===== src/rtl/rf_mp_scoreboard.sv =====
// Multi-port register file with a per-register pending scoreboard for ID-stage stall detection.
// Optional RF_BYPASS_EN macro adds same-cycle write-to-read forwarding on data and pending.
module rf_mp_scoreboard #(
  parameter int DATA_W   = 32,
  parameter int NUM_REGS = 32,
  parameter int ADDR_W   = $clog2(NUM_REGS),
  parameter int NUM_RD   = 2,
  parameter int NUM_WR   = 1,
  parameter int NUM_ISS  = 1
) (
  input  logic                       clk,
  input  logic                       rst,
  input  logic [NUM_WR-1:0]          wr_en,
  input  logic [NUM_WR*ADDR_W-1:0]   wr_addr,
  input  logic [NUM_WR*DATA_W-1:0]   wr_data,
  input  logic [NUM_RD*ADDR_W-1:0]   rd_addr,
  output logic [NUM_RD*DATA_W-1:0]   rd_data,
  output logic [NUM_RD-1:0]          rd_pending,
  input  logic [NUM_ISS-1:0]         iss_en,
  input  logic [NUM_ISS*ADDR_W-1:0]  iss_addr,
  input  logic                       flush,
  output logic                       any_pending
);

  logic [DATA_W-1:0]   regs_q [NUM_REGS];
  logic [DATA_W-1:0]   regs_d [NUM_REGS];
  logic [NUM_REGS-1:0] pend_q;
  logic [NUM_REGS-1:0] pend_d;

  // Ascending port loop lets the highest-indexed write port win on a shared index.
  always_comb begin
    logic [ADDR_W-1:0] wa;
    regs_d = regs_q;
    for (int k = 0; k < NUM_WR; k++) begin
      wa = wr_addr[k*ADDR_W +: ADDR_W];
      if (wr_en[k] && wa != '0) regs_d[wa] = wr_data[k*DATA_W +: DATA_W];
    end
  end

  // Clears first, then issues, so a new producer supersedes a same-cycle write-back.
  always_comb begin
    logic [ADDR_W-1:0] pa;
    pend_d = pend_q;
    for (int k = 0; k < NUM_WR; k++) begin
      pa = wr_addr[k*ADDR_W +: ADDR_W];
      if (wr_en[k]) pend_d[pa] = 1'b0;
    end
    for (int m = 0; m < NUM_ISS; m++) begin
      pa = iss_addr[m*ADDR_W +: ADDR_W];
      if (iss_en[m]) pend_d[pa] = 1'b1;
    end
    if (flush) pend_d = '0;
    pend_d[0] = 1'b0;
  end

  // NOTE: the whole array is reset here because reset must force every read to zero;
  // a plain RAM without that need should not carry a reset.
  always_ff @(posedge clk or posedge rst) begin
    if (rst) begin
      for (int i = 0; i < NUM_REGS; i++) regs_q[i] <= '0;
      pend_q <= '0;
    end else begin
      regs_q <= regs_d;
      pend_q <= pend_d;
    end
  end

  always_comb begin
    logic [ADDR_W-1:0] ra;
    logic              iss_hit;
    rd_data    = '0;
    rd_pending = '0;
    for (int j = 0; j < NUM_RD; j++) begin
      ra = rd_addr[j*ADDR_W +: ADDR_W];
      rd_data[j*DATA_W +: DATA_W] = regs_q[ra];
      rd_pending[j]               = pend_q[ra];
`ifdef RF_BYPASS_EN
      iss_hit = 1'b0;
      for (int m = 0; m < NUM_ISS; m++)
        if (iss_en[m] && iss_addr[m*ADDR_W +: ADDR_W] == ra) iss_hit = 1'b1;
      for (int k = 0; k < NUM_WR; k++) begin
        if (wr_en[k] && wr_addr[k*ADDR_W +: ADDR_W] == ra && ra != '0) begin
          rd_data[j*DATA_W +: DATA_W] = wr_data[k*DATA_W +: DATA_W];
          rd_pending[j]               = iss_hit;
        end
      end
`else
      iss_hit = 1'b0;
`endif
    end
  end

  assign any_pending = |pend_q;

endmodule


===== config.mk =====
export PLATFORM = sky130hd
export DESIGN_NAME = rf_mp_scoreboard
export DESIGN_NICKNAME = d
export VERILOG_FILES = /design/src/rtl/rf_mp_scoreboard.sv
export SDC_FILE = /design/constraint.sdc
export NUM_CORES = 2
export LEC_CHECK = 0
export CAP_MARGIN = 10
export CORE_UTILIZATION = 32
export DETAILED_ROUTE_END_ITERATION = 16
export GPL_TIMING_DRIVEN = 0
export PLACE_DENSITY = 0.57
export RECOVER_POWER = 100
export SYNTH_ARGS = -nofsm -noshare
export SYNTH_HDL_FRONTEND = slang
export SYNTH_SLANG_ARGS = --single-unit

===== constraint.sdc =====
create_clock -name clk -period 103.8 [get_ports clk]
set_clock_uncertainty 0.05 [all_clocks]
set_input_delay 20.76 -clock clk [delete_from_list [all_inputs] [get_ports clk]]
set_output_delay 20.76 -clock clk [all_outputs]
set_load 0.02 [all_outputs]

==> impl_metrics.tcl <==
set metrics [dict create \
    cts-root-buf "clkbuf_16" \
    clk_path_buf_depth 3 \
    hold_viol 0 \
    cts_buffers 109 \
    synth-async-reset-ratio_pct 100 \
    pin_count 124 \
    synth_cells 3515 \
    vias 35000 \
    status "finished with violations" \
    grt_pass1_vias 35700 \
    drt_pass1_iterations 6 \
    grt_pass1_wl_mm 268 \
    fin_nets 3819 \
    groute.layer.met3.usage_pct 3.42 \
    worstMarginPinSlew_ns 6.71 \
    antenna_found_initial 5 \
    hold_buffers 0 \
    cts_resized 0 \
    syn-num-nets 3572 \
    area_delta_synth_final_pct 13.6 \
    gp_congestion 0.961 \
    numPortBuffers 119 \
    antenna_left 0 \
    use_met1_pct 28.1 \
    power_density_nw_per_um2 19.5 \
    ys_warn_count 0 \
    wl_per_cell_um 30.9 \
    drtIter0Drc 2900 \
    post-route-drc-count 0 \
    drive_gt1_share_pct 47.4 \
    yosysSeqAreaShare_pct 48.2 \
    wl_mm 188 \
    via_per_inst 5.76 \
    fin_cells 6072 \
    syn_area_um2 54800 \
    clkLatencyLatePin_ns 0.68 \
    crit_fanout 10 \
    grt.met2_usage_pct 33.9 \
    max_clock_freq_mhz 21.7 \
    cts_tree "yes" \
    setup_viol 0 \
    chipHeight_um 416 \
    dp_hpwl_mm 145 \
    ys.flop_type "dfrtp_1" \
    violations "capacitance limit, slew limit" \
    hold_path.class "flip-flop to flip-flop" \
    yosys.area.top_type "dfrtp_1" \
    crit_path_start_kind "primary input" \
    fin_tns_setup_ns 0 \
    final_max_slew_viol_count 1074 \
    max-vdd-ir-drop_uv 12.3 \
    yosysMostFrequentCell "dfrtp_1" \
    initial_utilization_pct 32.3 \
    crit_path_end_kind "output pin" \
    postLayoutCoreUtil_pct 36.7 \
    die_area_um2 173000 \
    postCtsSetupBuffers 0 \
    ys_ff_latch 1055 \
    final_design_area_no_fill_um2 62300 \
    h-tree-depth 3 \
    die_width_um 416 \
    grt_max_degree 129 \
    synth.distinct_cells 37 \
    avgSynthCellArea_um2 15.6 \
    crit_type "primary input to output pin" \
    synthTopCellsByArea "dfrtp_1 (48%), mux4_2 (21%), mux2_2 (20%)" \
    cts_sinks 1055 \
    period_share_pct 44.4 \
    grt.total_usage_pct 21.6 \
    fin_crit_ns 46.10 \
    rows 151 \
    power_leakage_nw 25.9 \
    yosysTopAreaCellShare_pct 48.2 \
    grt-ovfl-total 0 \
    slew_headroom_pct -347 \
    arrival_ns 25.29 \
    synth_common_cells "dfrtp_1 (1055), mux2_2 (992), mux4_2 (518)" \
    placed_cell_area_um2 59100 \
    cap_viol_max_count 10 \
    grt-busiest-layer "met2" \
    synth_edf_count 0 \
    rsz0062_at_grt "no" \
    dp_cells 5869 \
    core_um2 170000 \
    required_ns 82.99 \
    clk_pin_slew_ns 0.06 \
]
-- critical path, stage by stage --
cell and delay, ns:
dlygate4sd3_1 0.76, or3_1 0.27, clkbuf_1 0.46, clkbuf_1 0.72, o22ai_1 0.39, nor4_1 1.11, dlygate4sd3_1 0.80
-- power by group --
part	leakage (nW)	internal, W	switching [W]
sequential	13.6	0.000487	0.0000542
clock	1.87	0.000250	0.000173
combinational	10.5	0.000141	0.000107
-- metrics by stage --
stage          hold WS, ns  setup WS, ns  total power [W]
2_1_floorplan        0.391         53.29         0.000713
3_3_place_gp         0.403         40.22         0.000786
3_5_place_dp         0.414         57.82         0.000796
4_1_cts              0.430         57.81          0.00122
5_1_grt              0.444         57.83          0.00126
6_report             0.425         57.70          0.00121
-- metal layers --
metal	vias to the layer above	wire length, µm	share of wire [%]
li1	14300	-	-
met1	19000	76600	41
met2	1277	87000	46
met3	389	11100	5.9
met4	0	12800	6.8
met5	-	0	0
-- flip-flops by register name, summed over array words and instances (netlist names) --
signal,cells
pend_q,31
regs_q,1024
-- worst paths after layout --
path	startpoint	to	slack (ns)	cells past startpoint
max	rd_addr[5]	rd_data[49]	57.70	7
min reg2reg	regs_q[998]$_DFFE_PP0P_	regs_q[998]$_DFFE_PP0P_	0.42	1
min in group asynchronous	rst	regs_q[160]$_DFFE_PP0P_	21.13	2
max in group asynchronous	rst	regs_q[1011]$_DFFE_PP0P_	63.11	6
min	regs_q[998]$_DFFE_PP0P_	regs_q[998]$_DFFE_PP0P_	0.42	1
max reg2reg	pend_q[8]$_DFF_PP0_	pend_q[8]$_DFF_PP0_	102.86	2
-- layout make-up --
type	count	area, µm²
Fill cell	16000	107000
Clock inverter	46	613
Sequential cell	1055	26400
Inverter	3	12.5
Multi-Input combinational cell	2054	26100
Antenna cell	4	10.0
Tap cell	2218	2780
Clock buffer	153	3220
Timing Repair Buffer	136	1260
Buffer	403	1830
-- logic make-up (layout without fill, tap and decap cells) --
family	count (synthesis)	in the layout	synth area share [%]
other cells	0	4	0
compound gates	313	313	3.57
buf+inv	406	741	3.99
mux	1528	1528	42.0
flops	1055	1055	48.2
simple gates	213	213	2.26
-- layout by cell type, fill, tap and decap left out, types with 15 or more instances in the layout --
master	count
buf_4	53
clkbuf_8	28
clkdlybuf4s50_1	49
mux4_2	518
nor4_1	71
clkbuf_16	111
clkinv_2	20
o22ai_1	256
mux2_2	992
nand2_1	42
nor2_1	36
clkbuf_1	307
a21oi_1	16
dlygate4sd3_1	70
a22oi_1	15
dfrtp_1	1055
buf_2	67
o21ai_0	18
Note: power is estimated with default switching activity, not from simulation.
